## src/rtl/reg_wr_arbiter.sv

```systemverilog
// Round-robin arbiter that funnels four requesters' register writes onto one
// shared register-bank write port (one-hot enable plus shared data).
module reg_wr_arbiter #(
  parameter int unsigned DATA_W   = 16,
  parameter int unsigned NUM_REGS = 8,
  localparam int unsigned ADDR_W  = (NUM_REGS > 1) ? $clog2(NUM_REGS) : 1
) (
  input  logic                  CLK,
  input  logic                  reset,
  input  logic [3:0]            req,
  input  logic [4*ADDR_W-1:0]   req_addr,
  input  logic [4*DATA_W-1:0]   req_data,
  input  logic                  hold,
  output logic [3:0]            grant,
  output logic [NUM_REGS-1:0]   reg_en,
  output logic [DATA_W-1:0]     reg_wdata,
  output logic                  busy,
  output logic [15:0]           wr_count
);

  typedef enum logic {StIdle, StWrite} state_e;

  state_e              state_q, state_d;
  logic [1:0]          last_grant_q, last_grant_d;
  logic [3:0]          grant_d;
  logic [NUM_REGS-1:0] reg_en_d;
  logic [DATA_W-1:0]   reg_wdata_d;
  logic [15:0]         wr_count_d;

  logic [3:0]          req_eligible;
  logic                found;
  logic [1:0]          win;
  logic [1:0]          idx;
  int unsigned         win_u;
  logic [ADDR_W-1:0]   win_addr;

  // The requester being written this cycle is masked out, so it cannot be
  // granted twice before it has had a chance to drop req.
  always_comb begin
    req_eligible = req & ~grant;
    busy         = (|req_eligible) || (state_q == StWrite);
  end

  // Round-robin winner search starting just after the last granted requester.
  always_comb begin
    found = 1'b0;
    win   = 2'd0;
    idx   = 2'd0;
    for (int k = 1; k <= 4; k++) begin
      idx = last_grant_q + 2'(k);
      if (!found && req_eligible[idx]) begin
        found = 1'b1;
        win   = idx;
      end
    end
    win_u    = 32'(win);
    win_addr = req_addr[win_u*ADDR_W +: ADDR_W];
  end

  // Next-state and registered-output decode; WRITE always lasts one cycle.
  always_comb begin
    state_d      = StIdle;
    last_grant_d = last_grant_q;
    grant_d      = '0;
    reg_en_d     = '0;
    reg_wdata_d  = reg_wdata;
    wr_count_d   = wr_count;
    if (!hold && found) begin
      state_d           = StWrite;
      last_grant_d      = win;
      grant_d[win]      = 1'b1;
      reg_en_d[win_addr] = 1'b1;
      reg_wdata_d       = req_data[win_u*DATA_W +: DATA_W];
      wr_count_d        = (wr_count == 16'hFFFF) ? wr_count : wr_count + 16'd1;
    end
  end

  // State and output registers; reset clears any in-flight write at once.
  always_ff @(posedge CLK or posedge reset) begin
    if (reset) begin
      state_q      <= StIdle;
      last_grant_q <= 2'd3;
      grant        <= '0;
      reg_en       <= '0;
      reg_wdata    <= '0;
      wr_count     <= '0;
    end else begin
      state_q      <= state_d;
      last_grant_q <= last_grant_d;
      grant        <= grant_d;
      reg_en       <= reg_en_d;
      reg_wdata    <= reg_wdata_d;
      wr_count     <= wr_count_d;
    end
  end

endmodule
```

## config.mk

```make
export PLATFORM = sky130hd
export DESIGN_NAME = reg_wr_arbiter
export DESIGN_NICKNAME = d
export VERILOG_FILES = /design/src/rtl/reg_wr_arbiter.sv
export SDC_FILE = /design/constraint.sdc
export NUM_CORES = 1
export LEC_CHECK = 0
export CORE_MARGIN = 4
export CORE_UTILIZATION = 36
export CTS_CLUSTER_DIAMETER = 40
export DETAILED_ROUTE_END_ITERATION = 10
export GPL_ROUTABILITY_DRIVEN = 0
export PLACE_DENSITY = 0.83
export SETUP_SLACK_MARGIN = 0.3
export SYNTH_ARGS = -nofsm -noshare
export SYNTH_HDL_FRONTEND = slang
export SYNTH_SLANG_ARGS = --single-unit
export TNS_END_PERCENT = 30
```

## constraint.sdc

```tcl
create_clock -name CLK -period 2.45 [get_ports CLK]
set_clock_uncertainty 0.15 [all_clocks]
set_input_delay 0.49 -clock CLK [delete_from_list [all_inputs] [get_ports CLK]]
set_output_delay 0.49 -clock CLK [all_outputs]
set_load 0.005 [all_outputs]
```

==> run metrics <==
crit path DAT approximately 2500 ps; setup violators final 2; switching pwr about 1.6 mW; CTS H-tree depth 2; violated checks setup timing; Comb power frac 0.615; Final Hold Fails 0; Synth Register Bits 47; cell count after synthesis approximately 230; Inserted Diodes 0; switching share of total power 0.346; Pleak ~2 nW; TritonCTS buffer count 5; Core Rows 29; Tmin final ~2500 ps; DP Area 3960 um2; Int Power around 3.1 mW; Slew Limit Fails 0; maxcap violations 0; CTS Buffer Depth 2; worst hold path type reg2reg; CP required between 2000 and 3000 ps; DR vias/cell ~5.3; minimum setup slack among reg-to-reg paths -2 ps; DP Worst Slack -516 ps; share of the synthesized area in the top cell type 0.457; TritonCTS clock tree done; Clock Sinks 47; Slowest-stage cell, CP dfstp_2; Crit path largest cell delay 540 ps; Total GRT Usage 0.187; vias in the first global route 2,517; part of the power in registers 0.274; largest cells by area after synthesis dfrtp_1 (46%), mux2i_1 (15%), o221ai_1 (5.7%), nand2_1 (3.8%), xor2_1 (3.2%); critical-path cell list nand3b_1 -> o2bb2ai_1 -> a222oi_1 -> buf_4 -> mux4_2 -> or2_4 -> nor3_2; Die Span Y slightly above 90 um; Post-synth EDFFs 0; Fill cells 460; Clock power frac 0.111; buffers added on ports approximately 130; Post-Syn Nets 310; fin worst setup slack -1.95 ps; most numerous cell in the Yosys netlist dfrtp_1; Overflow after GRT 0; worst-skew pair later-pin latency about 300 ps; initial core utilization 0.380; Register Area about 1200 um2; Core Area 6490 um2; DRT Wirelength around 8300 um; mapped cell area about 2500 um2; Top FF cell, synth dfrtp_1; area of the multi-input gates between 1000 and 1500 um2; Worst-path clk slew roughly 90 ps; CP bufs+invs 1; largest net degree at the start of global routing 28; power density over the cells just over 1000 nW/um2; Tot Pwr about 4.7 mW; synth cell count leaders dfrtp_1 (45), mux2i_1 (38), nand2_1 (25), o221ai_1 (16), nor2_1 (13); Root Buffer clkbuf_8; relative slew slack 0.666; post-route cell area between 4000 and 5000 um2; Cell variety after synth 39; Die Footprint approximately 8000 um2; cell family with most CP delay simple AND/OR/NAND/NOR gates; cell taking the most area after synthesis dfrtp_1; fin nets ~470; Worst setup SP type register; sequential area share after synthesis 0.478; DRT iter0 DRCs a little over 90; Die Wd between 90 and 100 um; layout cells sized above 1 0.244; first-pass GRT wire length ~12,000 um; Ys Warns 0; I/O pin cnt between 100 and 150; Crit Path Category reg2reg; Final period util 1.00; Max IR drop VDD between 0.0004 and 0.0005 V; Detailed Routing Iterations Pass 1 4; Crit. End Element register; Post-DRT Antenna Nets 0; HPWL Detailed roughly 5600 um; Post-route DRC 0; Max Fclk between 400 and 500 MHz; Async S/R FF share, synth 1.00; status finished with violations; routed via count about 2,400; routed length per placed instance 18.0 um; synth-to-layout area growth 87.0%; CP max FO 4; Hold Buf Count CTS 0; Avg Cell Area, Syn about 11 um2; initial antenna violation count 0; unrepaired setup endpoints after global routing yes; Worst-Margin Slew between 500 and 600 ps
worst paths after layout:
path / start / to / cells past startpoint
max: last_grant_q[1]$_DFFE_PP1P_ / reg_en[0]$_DFF_PP0_ / 7
min: reg_wdata[13]$_DFFE_PP0P_ / reg_wdata[13]$_DFFE_PP0P_ / 2
max reg2reg: last_grant_q[1]$_DFFE_PP1P_ / reg_en[0]$_DFF_PP0_ / 7
max in group asynchronous: reset / wr_count[4]$_DFFE_PP0P_ / 3
min in group asynchronous: reset / reg_en[4]$_DFF_PP0_ / 2
min reg2reg: reg_wdata[13]$_DFFE_PP0P_ / reg_wdata[13]$_DFFE_PP0P_ / 2
placed cells by master, fill, tap and decap left out, drive strengths merged, types with 2 or more instances in the layout:
master         count
nand3              5
nor2              13
nand2             26
dfstp              2
nor4               2
nor2b              3
inv               10
xnor2              5
o21ai              2
nand2b             4
nor3              11
mux2               4
xor2               9
or2                2
dfrtp             45
dlygate4sd2        4
or3                2
buf               34
clkbuf             9
mux2i             38
o221ai            16
nand4              3
clkdlybuf4s50    122
nand3b             2
what timing repair did:
| item | CTS | global route |
|---|---|---|
| cloned | 3 | 2 |
| resized for setup | 29 | 38 |
| pin swaps | 9 | 26 |
| endpoints found under the setup margin | 38 | 45 |
| buffers inserted | 10 | 5 |
power groups by stage:
stage	clock network, mW	logic, mW	registers, mW
after floorplan	0	1.01	1.30
after global placement	0	1.94	1.29
after detailed placement	0	1.99	1.29
after CTS	0.533	2.50	1.29
after global routing	0.570	3.08	1.34
final	0.528	2.91	1.30
layout make-up:
| cell class | instances | area share |
|---|---|---|
| Clock buffer | 7 | 0.0209 |
| Sequential cell | 47 | 0.256 |
| Inverter | 10 | 0.00814 |
| Tap cell | 77 | 0.0209 |
| Multi-Input combinational cell | 158 | 0.312 |
| Clock inverter | 1 | 0.00163 |
| Timing Repair Buffer | 163 | 0.381 |
registers in the layout, summed over array words and instances, names as in the netlist:
register      count
wr_count         16
reg_wdata        16
state_q           1
grant             4
reg_en            8
last_grant_q      2
metrics by stage:
| stage | TNS [ps] | hold slack, ps | util | cells |
|---|---|---|---|---|
| 2_1_floorplan | 0 | 328 | - | 226 |
| 3_3_place_gp | -10660 | 320 | 0.609 | 435 |
| 3_5_place_dp | -11270 | 322 | 0.609 | 435 |
| 4_1_cts | 0 | 346 | 0.667 | 456 |
| 5_1_grt | -184 | 370 | 0.710 | 463 |
| 6_report | -2.22 | 345 | 0.710 | 463 |
cell families (layout without fill, tap and decap cells):
| group | count (synthesis) | in the layout | synth area share |
|---|---|---|---|
| simple gates | 75 | 75 | 0.151 |
| compound gates | 25 | 25 | 0.0913 |
| xor+xnor | 14 | 14 | 0.0497 |
| buf+inv | 21 | 181 | 0.0416 |
| mux | 43 | 43 | 0.183 |
| fa+ha+maj | 1 | 1 | 0.00507 |
| flops | 47 | 47 | 0.478 |
layer usage:
layer,vias up,part of all wire,track usage
met1,1209,0.39,0.207
li1,1136,-,-
met5,-,0,0
met4,0,0.014,0.0408
met2,80,0.54,0.355
met3,10,0.058,0.0467
worst register-to-register path: stages (launching register included):
cell and delay [ps]:
dfstp_2 540, nand3b_1 100, o2bb2ai_1 140, a222oi_1 300, buf_4 180, mux4_2 510
or2_4 290, nor3_2 180
Note: power is estimated with default switching activity, not from simulation.
